$ cat src/rtl/tlp_tx_drain.sv
// Packet-mode drain from an FWFT TLP FIFO onto the 64-bit PCIe TX AXI-Stream port.
// Optional feature macro: TX_DISCONTINUE_EN (mark MAX_BEATS-truncated TLPs with tuser[3]).
module tlp_tx_drain #(
  parameter int CNT_W     = 8,
  parameter int MAX_BEATS = 40
) (
  input  logic             pcie_clk,
  input  logic             pcie_rst_n,
  input  logic             pkt_req,
  output logic             rd_en,
  input  logic             dout_tlast,
  input  logic [7:0]       dout_tkeep,
  input  logic [63:0]      dout_tdata,
  input  logic             empty,
  output logic             s_axis_tx_tvalid,
  input  logic             s_axis_tx_tready,
  output logic             s_axis_tx_tlast,
  output logic [7:0]       s_axis_tx_tkeep,
  output logic [63:0]      s_axis_tx_tdata,
  output logic [3:0]       s_axis_tx_tuser,
  output logic [CNT_W-1:0] pkt_pending,
  output logic             err_ovf,
  output logic             err_udr,
  output logic             err_long
);

  localparam int BEAT_W = $clog2(MAX_BEATS + 1);
  localparam logic [BEAT_W-1:0] MAX_B = BEAT_W'(MAX_BEATS);

  typedef enum logic [1:0] {IDLE, SEND, FLUSH} state_t;

  state_t            state, state_nxt;
  logic [CNT_W-1:0]  cnt, cnt_nxt;
  logic [BEAT_W-1:0] beat, beat_nxt;
  logic              advance;
  logic              load;
  logic              force_last;
  logic              first_pop;
  logic              ovf_set;
  logic              udr_set;
  logic              long_set;
  logic [3:0]        tuser_val;

  // The output slot can take a new beat when it is empty or being accepted.
  assign advance = !s_axis_tx_tvalid || s_axis_tx_tready;

`ifdef TX_DISCONTINUE_EN
  assign tuser_val = force_last ? 4'h8 : 4'h0;
`else
  assign tuser_val = 4'h0;
`endif

  always_comb begin
    state_nxt  = state;
    beat_nxt   = beat;
    rd_en      = 1'b0;
    load       = 1'b0;
    force_last = 1'b0;
    first_pop  = 1'b0;
    udr_set    = 1'b0;
    long_set   = 1'b0;
    case (state)
      IDLE: begin
        if ((cnt != '0) && !empty && advance) begin
          rd_en     = 1'b1;
          load      = 1'b1;
          first_pop = 1'b1;
          if (dout_tlast) begin
            beat_nxt = '0;
          end else begin
            beat_nxt  = BEAT_W'(1);
            state_nxt = SEND;
          end
        end
      end
      SEND: begin
        if (empty) begin
          udr_set = 1'b1;
        end else if (advance) begin
          rd_en = 1'b1;
          load  = 1'b1;
          if (dout_tlast) begin
            beat_nxt  = '0;
            state_nxt = IDLE;
          end else if ((beat + BEAT_W'(1)) == MAX_B) begin
            // Runaway packet: terminate it on the wire, discard the rest.
            force_last = 1'b1;
            long_set   = 1'b1;
            beat_nxt   = '0;
            state_nxt  = FLUSH;
          end else begin
            beat_nxt = beat + BEAT_W'(1);
          end
        end
      end
      FLUSH: begin
        if (!empty) begin
          rd_en = 1'b1;
          if (dout_tlast) state_nxt = IDLE;
        end
      end
      default: state_nxt = IDLE;
    endcase
  end

  always_comb begin
    cnt_nxt = cnt;
    ovf_set = 1'b0;
    case ({pkt_req, first_pop})
      2'b10: begin
        if (&cnt) ovf_set = 1'b1;
        else      cnt_nxt = cnt + CNT_W'(1);
      end
      2'b01:   cnt_nxt = cnt - CNT_W'(1);
      default: cnt_nxt = cnt;
    endcase
  end

  always_ff @(posedge pcie_clk or negedge pcie_rst_n) begin
    if (!pcie_rst_n) begin
      state    <= IDLE;
      beat     <= '0;
      cnt      <= '0;
      err_ovf  <= 1'b0;
      err_udr  <= 1'b0;
      err_long <= 1'b0;
    end else begin
      state    <= state_nxt;
      beat     <= beat_nxt;
      cnt      <= cnt_nxt;
      err_ovf  <= err_ovf | ovf_set;
      err_udr  <= err_udr | udr_set;
      err_long <= err_long | long_set;
    end
  end

  // Single output register stage toward the PCIe core.
  always_ff @(posedge pcie_clk or negedge pcie_rst_n) begin
    if (!pcie_rst_n) begin
      s_axis_tx_tvalid <= 1'b0;
      s_axis_tx_tlast  <= 1'b0;
      s_axis_tx_tkeep  <= '0;
      s_axis_tx_tdata  <= '0;
      s_axis_tx_tuser  <= '0;
    end else if (load) begin
      s_axis_tx_tvalid <= 1'b1;
      s_axis_tx_tlast  <= dout_tlast | force_last;
      s_axis_tx_tkeep  <= dout_tkeep;
      s_axis_tx_tdata  <= dout_tdata;
      s_axis_tx_tuser  <= tuser_val;
    end else if (advance) begin
      s_axis_tx_tvalid <= 1'b0;
    end
  end

  assign pkt_pending = cnt;

endmodule

$ cat config.mk
export PLATFORM = sky130hd
export DESIGN_NAME = tlp_tx_drain
export DESIGN_NICKNAME = d
export VERILOG_FILES = /design/src/rtl/tlp_tx_drain.sv
export SDC_FILE = /design/constraint.sdc
export NUM_CORES = 1
export LEC_CHECK = 0
export ABC_CLOCK_PERIOD_IN_PS = 3530
export BUFFER_PORTS_ARGS = -buffer_cell sky130_fd_sc_hd__buf_2
export CORE_AREA = 2 2 91 110
export DETAILED_ROUTE_END_ITERATION = 7
export DIE_AREA = 0 0 93 112
export HOLD_SLACK_MARGIN = 0.15
export PLACE_DENSITY = 0.83
export SLEW_MARGIN = 0
export SYNTH_ARGS = -nofsm -noshare
export SYNTH_HDL_FRONTEND = slang
export SYNTH_SLANG_ARGS = --single-unit
$ cat constraint.sdc
create_clock -name pcie_clk -period 3.53 [get_ports pcie_clk]
set_input_delay 0.706 -clock pcie_clk [delete_from_list [all_inputs] [get_ports pcie_clk]]
set_output_delay 0.706 -clock pcie_clk [all_outputs]
set_load 0.005 [all_outputs]
# Word-level counts from Yosys, hierarchy flattened
# Index checks and enable logic that the tools add are counted.
# totals
register_bits	93
inputBits	78
out_inout_bits	90
elab_cells	80
# op_classes
addsub	3
n_eq_ne	13
muxes	36
n_bitwise	4
reduce_logical	14
# ops
operator	count
two-way mux 6 bit	5
two-way mux 1 bit	17
two-way mux 2 bit	8
case mux 8 bit (2 select lines)	1
!= test 2 bit (second input constant)	7
case mux 6 bit (2 select lines)	1
adder 8 x 1 -> 8 bit (second input constant)	1
two-way mux 8 bit	1
AND reduction 8 bit	1
nonzero test 8 bit	1
subtractor 8 x 1 -> 8 bit (second input constant)	1
AND reduction 7 bit	1
adder 6 x 1 -> 6 bit (second input constant)	1
== test 6 bit (second input constant)	1
case mux 2 bit (3 select lines)	1
nonzero test 2 bit	3
== test 2 x 1 -> 1 bit (second input constant)	2
== test 2 bit (second input constant)	2
OR 1 bit	4
AND reduction 4 bit	1
!= test 3 bit (second input constant)	1
case mux 1 bit (3 select lines)	1
logical AND 1 bit	2
zero test 1 bit	2
4 further kinds	4

# Logic depth before layout (Yosys ltp)
# depth
depth_word	8
depth_mapped	9
depth_no_buf	9

# Least setup slack after synthesis
# No wires, ideal clock.
# synth_timing
path_type	in2reg
startpoint	in empty
endpoint	reg cnt[5] (netlist: pkt_pending[5])
setup_ns	0.125
arrival_ns	2.507
required_time_ns	3.405
path_slack_ns	0.898
cell_stages	8
path_buffers	0
path_cell_list	nor4_2 -> and3b_4 -> ha_1 -> a211oi_1 -> o21bai_1 -> a21oi_1 -> xnor2_1 -> mux2_4
# synth_between
elab_chain_len	8
word_cells_on_any_way	11
cone_classes	eq/ne: 3; mux: 3; reduce/logical: 5
# synth_rtl
element	line	text
from (decl)	14	input logic empty,
zero test 1 bit (*)	n/a	
logical AND 1 bit (*) (2 in series)	64	if ((cnt != '0) && !empty && advance) begin
two-way mux 1 bit (*)	64	
two-way mux 1 bit (*)	62	case (state)
== test 2 bit / == test 2 x 1 -> 1 bit (equally long branches)	109	case ({pkt_req, first_pop})
!= test 2 bit (no line) / nonzero test 2 bit (equally long branches)	n/a	
AND reduction 2 bit (no line)	n/a	
to (signal assigned)	130	cnt <= cnt_nxt;
to (decl)	33	logic [CNT_W-1:0] cnt, cnt_nxt;
# Mark *: on every way between the ends. The rest lies on a longest branch, timed or not.
# A chain may end at the register's enable or synchronous reset.

# Final worst setup path
# layout_timing
startpoint	reg cnt[2] (netlist: pkt_pending[2])
endpoint	reg cnt[6] (netlist: pkt_pending[6])
# layout_between
elab_chain_len	8
word_cells_on_any_way	15
cone_classes	add/sub: 2; eq/ne: 3; mux: 4; reduce/logical: 6
# layout_rtl
element	line
nonzero test 8 bit	64
logical AND 1 bit (2 in series)	64
two-way mux 1 bit	64
two-way mux 1 bit	62
== test 2 bit / == test 2 x 1 -> 1 bit (equally long branches)	109
!= test 2 bit (no line) / nonzero test 2 bit (equally long branches)	n/a
AND reduction 2 bit (no line)	n/a
# Parallel ways exist; a longest one is shown, timed or not. The select of a mux whose other input is x is not followed.

==> key figures <==
Floorplanning
  – Rows: 39
  – Die area: 10400 µm²
  – Die Span X: 93 µm
  – IO Pins: between 150 and 200
  – CORE AREA: 9370 µm²
  – Die height: between 100 and 150 µm
  – Initial Util: 0.437

GRT
  – Pin count of the biggest net entering global routing: 78
  – Initial antenna violation count: 0
  – First-pass GRT wire length: between 15000 and 20000 µm
  – Gr ovfl total: 0
  – Vias in the first global route: around 3500
  – GRT Overall Usage: 0.183

Final layout
  – Ratio of cells with drive above 1 in the final layout: 0.334
  – Fillers: between 800 and 900
  – Final #Nets: ~700
  – Antenna diodes: 0
  – Area grow syn2layout: 29.4%
  – Fin util: 0.566
  – Area occupied by multi-input gates: between 1500 and 2000 µm²
  – Register area: 2330 µm²

Logic synthesis
  – Yosys warning total: 0
  – Ys async rst share: 1.00
  – Synth cell types: 45
  – Post-synthesis instance area: a little over 4000 µm²
  – Cell taking the most area after synthesis: dfrtp_1
  – Avg Inst Size Synth: between 9 and 10 µm²
  – Yosys reg bits: 93
  – Top FF cell, synth: dfrtp_1
  – Sequential element share of the synthesized area: 0.568
  – Synthesized instance count: roughly 440
  – Post-synth EDFFs: 0
  – Ranking of synthesized cells by area: dfrtp_1 57%, nand2_1 21%, mux2_4 2.2%
  – Synth top area share: 0.568

Status
  – Outcome: completed

Route
  – Routed vias: around 3500
  – Antenna Nets Post-Route: 0
  – Routed len/inst: between 10 and 15 µm
  – # DRC: 0
  – DR pass1 iterations: 4
  – Routed WL: ~9200 µm
  – Vias per inst: around 4.8
  – Starting DRT DRC Count: 186

Clock network
  – Bufs on Longest Clock Path: 2
  – Post_cts resized: 0
  – Hold buffer count at cts: 0
  – H-tree level count: 3
  – Clock tree from TritonCTS: done
  – CTS clock-pin slew for the worst setup and hold paths: roughly 0.060 ns
  – Post-CTS Setup Repair Bufs: 0
  – CTS buffer count: 9
  – Clock Latency Late Sink: 0.33 ns
  – TritonCTS Sinks: between 90 and 100
  – Clock Tree Root: clkbuf_16

Timing
  – Clk_skew: 0.00938 ns
  – Actual slew at the worst max-slew pin: 0.778 ns
  – Setup violations, final: 0
  – Setup Total Neg Slack: 0 ns
  – Slew Limit Headroom: 0.481
  – Fmax achieved: 0.370 GHz
  – Period utilization: 0.766
  – Setup ws final: 0.827 ns
  – RSZ-0062 raised after global routing: false
  – Slew Viols, Final: 0
  – Final hold vios: 0
  – Final min period: ~2.7 ns

Worst setup path
  – CP arrival: around 3 ns
  – WP data required: approximately 3.8 ns
  – Reg2reg setup slack: roughly 0.83 ns
  – Slowest CP cell: fa_1
  – Stages on the worst setup path: 9
  – CP Max Fanout: 9
  – Setup CP Type: reg2reg
  – Reg2reg path depth: 9
  – CP max stage delay: around 0.44 ns
  – Startpoint Class: flip-flop
  – Reg-to-reg endpoint: pkt_pending[6]
  – Reg2reg start: pkt_pending[2]
  – CP Cell Sequence: nor4_2 > nand2_2 > and3b_4 > fa_1 > a211oi_1 > o21bai_1 > a21oi_1 > xnor2_1 > mux2_4
  – WP buf/inv: 0
  – Crit path capture type: flip-flop
  – Worst path top cell family by delay: simple AND/OR/NAND/NOR gates

Power
  – Pwr/cell area: around 850 nW/µm²
  – Maximum vdd drop: 0.000443 V
  – Design Power: ~4.5 mW
  – Static leakage: approximately 3.0 nW

Placement
  – Pre-CTS setup slack: between 0.5 and 0.6 ns
  – Routability Congestion: 0.792
  – DP HPWL: just under 7000 µm
  – Number of port buffers: about 160

Run
  – Max-Cap Viols: 0

Worst hold path
  – Worst hold path class: in2async
## stage by stage
step	instance area [µm²]	std cells	hold WS [ns]
after floorplan	4110	444	0.410
after global routing	5300	728	0.385
after detailed placement	4990	712	0.445
after CTS	5300	728	0.363
final	5300	728	0.349
after global placement	4990	712	0.436
## kinds of logic (layout without fill, tap and decap cells)
| group | after synthesis | after routing | synth area share |
|---|---|---|---|
| AND/OR/NAND/NOR | 261 | 261 | 0.264 |
| XOR/XNOR | 7 | 7 | 0.0150 |
| multiplexers | 8 | 8 | 0.0272 |
| adder cells (fa/ha/maj) | 8 | 8 | 0.0263 |
| buffers and inverters | 24 | 185 | 0.0354 |
| other | 1 | 4 | 0.000915 |
| AO/OA/AOI/OAI | 39 | 39 | 0.0632 |
| flip-flops | 93 | 93 | 0.568 |
## cells in the final DEF (no fill, tap or decap), types with 3 or more instances in the layout
| cell | count |
|---|---|
| nand2_1 | 226 |
| buf_2 | 162 |
| dfrtp_1 | 93 |
| a21oi_1 | 11 |
| nor2_1 | 10 |
| clkbuf_16 | 9 |
| o21ai_0 | 8 |
| ha_1 | 7 |
| mux2_4 | 6 |
| xnor2_1 | 6 |
| nand3_1 | 5 |
| a21o_1 | 4 |
| conb_1 | 4 |
| buf_4 | 4 |
| nor4_2 | 3 |
| clkbuf_8 | 3 |
## worst max path at each step
stage                    from  slack, ns              to
4_1_cts        pkt_pending[2]       0.83  pkt_pending[6]
3_5_place_dp            empty       0.57  pkt_pending[6]
5_1_grt        pkt_pending[0]       0.63  pkt_pending[6]
2_1_floorplan           empty       0.90  pkt_pending[5]
3_3_place_gp            empty       0.64  pkt_pending[5]
6_report       pkt_pending[2]       0.83  pkt_pending[6]
## power breakdown
part           switching [mW]  internal (mW)  leakage (nW)
Combinational           0.855          0.798          1.67
Sequential              0.320           1.54          1.15
Clock                   0.374          0.605         0.152
## cells in the mapped netlist (2+ instances only)
cell type and count:
a31o_2 2, and2_1 2, o21a_1 2, a21o_1 4, nor2_1 10, xnor2_1 6, nand4_1 2, mux2_4 6
o211ai_1 2, o21ai_0 8, o21bai_1 2, a21oi_1 11, inv_1 2, a211oi_1 2, dfrtp_1 93, nor2b_1 2
buf_6 3, buf_2 11, nor4_2 3, clkbuf_1 3, ha_1 7, nand3_1 5, nand2b_1 2, nand2_1 226
buf_4 5
## sequential cells by signal, indices dropped and copies added (netlist names)
| register | cells |
|---|---|
| s_axis_tx_tlast | 1 |
| s_axis_tx_tkeep | 8 |
| err_ovf | 1 |
| err_udr | 1 |
| err_long | 1 |
| s_axis_tx_tvalid | 1 |
| state | 2 |
| s_axis_tx_tdata | 64 |
| beat | 6 |
| pkt_pending | 8 |
## final cells by class
type | count | area share
Timing Repair Buffer | 167 | 0.162
Clock inverter | 3 | 0.00803
Sequential cell | 93 | 0.439
Inverter | 2 | 0.00142
Multi-Input combinational cell | 327 | 0.309
Tap cell | 123 | 0.0290
Clock buffer | 13 | 0.0510
## metal layers
layer  vias up  wire (µm)  part of all wire  track usage
met1      1637       3840              0.42        0.213
met3         9        475             0.052       0.0318
met4         0        136             0.015       0.0765
li1       1717          -                 -            -
met5         -          0                 0            0
met2       110       4730              0.52        0.328
(Power assumes the default switching activity.)
